`config.mk`:
```
export PLATFORM = sky130hd
export DESIGN_NAME = alu_inverse
export DESIGN_NICKNAME = d
export VERILOG_FILES = /design/src/rtl/alu_pkg.sv /design/src/rtl/alu_div_seq.sv /design/src/rtl/alu_inverse.sv
export SDC_FILE = /design/constraint.sdc
export NUM_CORES = 1
export LEC_CHECK = 0
export CAP_MARGIN = 25
export CORE_ASPECT_RATIO = 1.25
export CORE_MARGIN = 5
export CORE_UTILIZATION = 56
export CTS_BUF_LIST = sky130_fd_sc_hd__clkbuf_4
export DETAILED_ROUTE_END_ITERATION = 6
export GPL_ROUTABILITY_DRIVEN = 0
export PLACE_DENSITY = 0.87
export SLEW_MARGIN = 20
export SYNTH_ARGS = -nofsm -noshare
export SYNTH_HDL_FRONTEND = slang
export SYNTH_SLANG_ARGS = --single-unit
```
`constraint.sdc`:
```
create_clock -name clk -period 5.5 [get_ports clk]
set_input_delay 0.825 -clock clk [delete_from_list [all_inputs] [get_ports clk]]
set_output_delay 0.825 -clock clk [all_outputs]
set_load 0.1 [all_outputs]
```
`src/rtl/alu_pkg.sv`:
```
// alu_pkg: opcodes, operand/result widths and FSM encoding shared by the inverse ALU and its bench.
package alu_pkg;
    localparam int W = 3;
    localparam int ZW = 6;
    typedef enum logic [1:0] {OP_ADD = 2'b00, OP_MUL = 2'b01, OP_AND = 2'b10, OP_OR = 2'b11} op_t;
    typedef enum logic [1:0] {IDLE, CALC, DONE} state_t;
endpackage

```
`src/rtl/alu_div_seq.sv`:
```
// alu_div_seq: 6/3-bit restoring divider; one quotient bit per clock, first bit on the start edge.
module alu_div_seq
    import alu_pkg::*;
(
    input  logic          clk,
    input  logic          rst_n,
    input  logic          start,
    input  logic [ZW-1:0] dividend,
    input  logic [W-1:0]  divisor,
    output logic          done,
    output logic [ZW-1:0] quotient,
    output logic [W-1:0]  remainder
);
    logic [W-1:0]  d, r, r_in, d_in, r_nx;
    logic [ZW-1:0] q, q_in, q_nx;
    logic [W:0]    t, diff;
    logic [2:0]    cnt;
    logic          run, ge;
    always_comb begin
        r_in = start ? '0 : r;
        q_in = start ? dividend : q;
        d_in = start ? divisor : d;
        t    = {r_in, q_in[ZW-1]};
        diff = t - {1'b0, d_in};
        ge   = t >= {1'b0, d_in};
        r_nx = ge ? diff[W-1:0] : t[W-1:0];
        q_nx = {q_in[ZW-2:0], ge};
    end
    always_ff @(posedge clk or negedge rst_n) begin
        if (!rst_n) begin
            d    <= '0;
            r    <= '0;
            q    <= '0;
            cnt  <= '0;
            run  <= 1'b0;
            done <= 1'b0;
        end else begin
            done <= 1'b0;
            if (start) begin
                r   <= r_nx;
                q   <= q_nx;
                d   <= divisor;
                cnt <= 3'd1;
                run <= 1'b1;
            end else if (run) begin
                r   <= r_nx;
                q   <= q_nx;
                cnt <= cnt + 3'd1;
                if (cnt == 3'(ZW - 1)) begin
                    run  <= 1'b0;
                    done <= 1'b1;
                end
            end
        end
    end
    assign quotient  = q;
    assign remainder = r;
endmodule

```
`src/rtl/alu_inverse.sv`:
```
// alu_inverse: recovers x from z = fwd(op, x, y); op mul uses the sequential divider only
// when ALU_INVERSE_DIV_EN is defined, otherwise mul always reports err.
module alu_inverse
    import alu_pkg::*;
(
    input  logic          clk,
    input  logic          rst_n,
    input  logic          start,
    input  logic [1:0]    op,
    input  logic [ZW-1:0] z,
    input  logic [W-1:0]  y,
    output logic          busy,
    output logic          done,
    output logic [W-1:0]  x,
    output logic          err
);
    state_t        state, state_nx;
    op_t           op_q;
    logic [ZW-1:0] z_q;
    logic [W-1:0]  y_q, r_x, mul_x;
    logic [ZW:0]   diff;
    logic          cap, calc_done, r_err, mul_err, mul_done;
    assign cap = state == IDLE && start;
`ifdef ALU_INVERSE_DIV_EN
    logic          div_done;
    logic [ZW-1:0] quo;
    logic [W-1:0]  rem;
    alu_div_seq u_div (
        .clk       (clk),
        .rst_n     (rst_n),
        .start     (cap && op == OP_MUL && y != '0),
        .dividend  (z),
        .divisor   (y),
        .done      (div_done),
        .quotient  (quo),
        .remainder (rem)
    );
    assign mul_done = y_q == '0 || div_done;
    assign mul_err  = y_q == '0 || rem != '0 || quo[ZW-1:W] != '0;
    assign mul_x    = quo[W-1:0];
`else
    assign mul_done = 1'b1;
    assign mul_err  = 1'b1;
    assign mul_x    = '0;
`endif
    always_comb begin
        diff      = {1'b0, z_q} - {{(ZW-W+1){1'b0}}, y_q};
        calc_done = op_q == OP_MUL ? mul_done : 1'b1;
        r_err     = op_q == OP_ADD ? (diff[ZW] || diff[ZW-1:W] != '0) :
                    op_q == OP_MUL ? mul_err :
                    op_q == OP_AND ? (z_q[ZW-1:W] != '0 || (z_q[W-1:0] & ~y_q) != '0) :
                                     (z_q[ZW-1:W] != '0 || (y_q & ~z_q[W-1:0]) != '0);
        r_x       = op_q == OP_ADD ? diff[W-1:0] :
                    op_q == OP_MUL ? mul_x :
                    op_q == OP_AND ? z_q[W-1:0] : z_q[W-1:0] & ~y_q;
        state_nx  = state == IDLE ? (start ? CALC : IDLE) :
                    state == CALC ? (calc_done ? DONE : CALC) : IDLE;
    end
    always_ff @(posedge clk or negedge rst_n) begin
        if (!rst_n) begin
            state <= IDLE;
            op_q  <= OP_ADD;
            z_q   <= '0;
            y_q   <= '0;
            x     <= '0;
            err   <= 1'b0;
        end else begin
            state <= state_nx;
            if (cap) begin
                op_q <= op_t'(op);
                z_q  <= z;
                y_q  <= y;
            end
            if (state == CALC && calc_done) begin
                x   <= r_err ? '0 : r_x;
                err <= r_err;
            end
        end
    end
    assign busy = state != IDLE;
    assign done = state == DONE;
endmodule

```
# == Word-level counts from Yosys, hierarchy flattened ==
# Cells that the tools add are included.
# word_totals
register_bits,17
elab_cells,36
# op_classes
addsub,1
eq_ne,4
mux,10
bitwise_logic,4
reduce_logical,11
# ops
operator,count
2-to-1 mux 3 bit,4
nonzero test 3 bit,4
subtractor 6 x 3 -> 7 bit,1
AND 3 bit,2
inverter 3 bit,2
equality test 2 x 1 -> 1 bit (second input constant),2
equality test 2 bit (second input constant),2
logical NOT 2 bit,2
2-to-1 mux 1 bit,4
2-to-1 mux 2 bit,2
logical OR 1 bit,3
nonzero test 2 bit,1
logical AND 1 bit,1

# == Depth between registers and ports, before layout ==
# logic_depth
word_depth,8
ltp_mapped,8
depth_no_buf,8

# == Worst setup path before layout ==
# OpenSTA, ideal clock, no wires.
# synth_timing
kind,register to output
from,reg state[0]
to,out done
t_arrival_ns,1.712
required_time_ns,4.675
slack_ns,2.963
path_stages_with_launch,2
cell_sequence,dfrtp_1 nor2b_1
# synth_between
elab_chain_cells,1
# synth_rtl
element,line,rtl
from (decl),alu_inverse.sv:17,"state_t state, state_nx;"
from (signal assigned),alu_inverse.sv:68,state <= state_nx;
equality test 2 bit,alu_inverse.sv:81,assign done = state == DONE;
to (decl),alu_inverse.sv:13,"output logic done,"
# No other way between the ends.

# == Worst setup path in the final report ==
# layout_timing
from,reg state[1]
to,out busy
# layout_between
elab_chain_cells,1
# layout_rtl
element,line,rtl
nonzero test 2 bit,alu_inverse.sv:80,assign busy = state != IDLE;
to (decl),alu_inverse.sv:12,"output logic busy,"
# No other way between the ends.

==> impl_metrics.ini <==
[global_routing]
overflow = 0
track_usage = 0.157
antenna_found_initial = 0
grt_max_degree = 20
grt_pass1_vias = 741
grt_pass1_wl_mm = 3.02

[yosys]
async_reset_ff_frac = 1.00
synth_commonest_cells = dfrtp_1 (17), nand2_1 (14), inv_1 (12)
ys.flop_type = dfrtp_1
syn-instance-count = 94
synthTopCellsByArea = dfrtp_1 (45%), ha_1 (7.9%), nand2_1 (5.5%), o21ai_0 (5.3%), inv_1 (4.8%)
synth_cell_types = 27
ys_seq_elements = 17
ys_seq_area_frac = 0.449
synth_area_um2 = 947
synth_most_common_cell = dfrtp_1
syn_avg_cell_area_um2 = 10.1
synth_warnings = 0
synth_edf_count = 0
synth_top_area_frac = 0.449
yosysTopAreaCell = dfrtp_1
synth_fp_nets = 115

[clocking]
clockRootBuffer = clkbuf_4
clk_pin_slew_worst_paths_ns = 0.10
h-tree-depth = 1
clock_sinks = 17
cts_setup_buffers = 0
cts_resized = 0
clockBufferDepth = 2
cts_tree = yes
cts_hold_buffers = 0
numCtsBuffers = 3
clock_latency_ns = 0.30

[pwr]
p_leak_nw = 0.509
peakVddDrop_uv = 233
power_density_nw_per_um2 = 400
total_power_mw = 0.469

[layout]
area_delta_synth_final_pct = 23.6
drive_above_1_share = 0.123
fin_nets = 136
final_util = 0.741
n_antenna_cell = 0

[floorplan]
die-area_um2 = 2620
row_count = 16
start_util = 0.599
die_w_um = 46.8
coreArea_um2 = 1580
die_y_um = 56.0
num_io_pins = 20

[hold_path]
holdPathStages = 2
min_to = x[0]
min-delay-start = x[0]
min_path_type = register to register

[critical_path]
start_kind = register
cp_max_fo = 3
reg2reg_to = x[1]
slowest_stage = clkdlybuf4s50_1
reg2reg_slack_ns = 3.04
ff2ff_path_depth = 8
cpPeakStageDelay_ns = 0.97
cp-end-kind = output pin
cp.arrival_ns = 1.98
crit_type = register to output pin
required_ns = 4.68
rr_startpoint = z_q[0]
crit_path_cell_trace = or2_2 > clkdlybuf4s50_1

[sta]
rsz0062_at_grt = false
period_needed_ns = 2.81
fin_crit_sh = 0.510
slew_headroom = 0.353
drv_slew = 0
hold_viol = 0
tightest_slew_ns = 0.968
max_freq_mhz = 356
setup_tns_ns = 0
finalClockSkew_ns = 0.00182
setup_violations = 0

[place]
hpwl_mm = 1.40
port-buffer-count = 19

[route]
wirelength_mm = 1.83
drt_iter0_drc = 18
num_vias = 749
postRouteAntennaNets = 0
wire_per_inst_um = 13.8
via_per_inst = 5.67
drc_errors = 0
dr.pass1.iters = 4

[status]
status = complete, no violations

[flow_run]
drv_cap = 0
-- worst max path at each step --
stage,startpoint,endpoint,cells past startpoint
final,state[1],busy,2
after global routing,state[1],busy,2
after CTS,state[1],busy,2
after detailed placement,state[1],busy,2
after global placement,state[1],busy,2
after floorplan,state[0],done,1
-- routing by layer --
layer	part of all wire	global-route usage
met5	0	0
met2	0.48	0.243
met3	0.067	0.0356
met1	0.40	0.183
met4	0.044	0.107
-- registers in the layout, summed over array words and instances (netlist names) --
register	flops
state	2
y_q	3
err	1
x	3
z_q	6
op_q	2
-- where the power goes --
group / switching (mW) / internal (mW)
clock: 0.0412 / 0.0333
sequential: 0.0281 / 0.151
combinational: 0.135 / 0.0792
total: 0.205 / 0.264
-- cells in the final DEF (no fill, tap or decap), drive strengths merged --
master / n
a2111oi: 2
a21o: 1
a21oi: 2
a22oi: 2
clkbuf: 4
clkdlybuf4s50: 19
dfrtp: 17
fa: 1
ha: 6
inv: 12
mux2: 4
nand2: 14
nand2b: 2
nand3: 1
nor2: 5
nor2b: 1
nor3: 2
o21ai: 10
o22a: 1
o311ai: 1
o31ai: 1
o32a: 1
o41ai: 3
or2: 1
xor2: 1
-- final cells by class --
type | count | area [µm²]
inverters | 12 | 45.0
multi-input cells | 62 | 458
repair buffers | 19 | 190
flip-flops and latches | 17 | 425
clock buffers | 4 | 30.0
fillers | 105 | 410
well taps | 18 | 22.5
-- through the flow --
step | instance area (µm²) | cells | worst slack (ns) | hold slack [ns]
4_1_cts | 1170 | 132 | 2.69 | 0.492
2_1_floorplan | 947 | 94 | 2.96 | 0.529
5_1_grt | 1170 | 132 | 2.64 | 0.518
3_5_place_dp | 1140 | 128 | 3.03 | 0.471
3_3_place_gp | 1140 | 128 | 3.04 | 0.458
6_report | 1170 | 132 | 2.69 | 0.487
-- worst max-delay path, delay by kind of cell (launching register included) --
family,cells,cell delay [ns]
buf+inv,1,0.97
simple gates,1,0.31
flops,1,0.39
-- cells by family (layout without fill, tap and decap cells) --
| kind of cell | Yosys count | count (layout) | synth area share |
|---|---|---|---|
| AO/OA/AOI/OAI | 24 | 24 | 0.201 |
| XOR/XNOR | 1 | 1 | 0.00925 |
| buffers and inverters | 15 | 35 | 0.0674 |
| AND/OR/NAND/NOR | 26 | 26 | 0.126 |
| flip-flops | 17 | 17 | 0.449 |
| multiplexers | 4 | 4 | 0.0476 |
| adder cells (fa/ha/maj) | 7 | 7 | 0.100 |
Power figures use the tool's default switching activity.
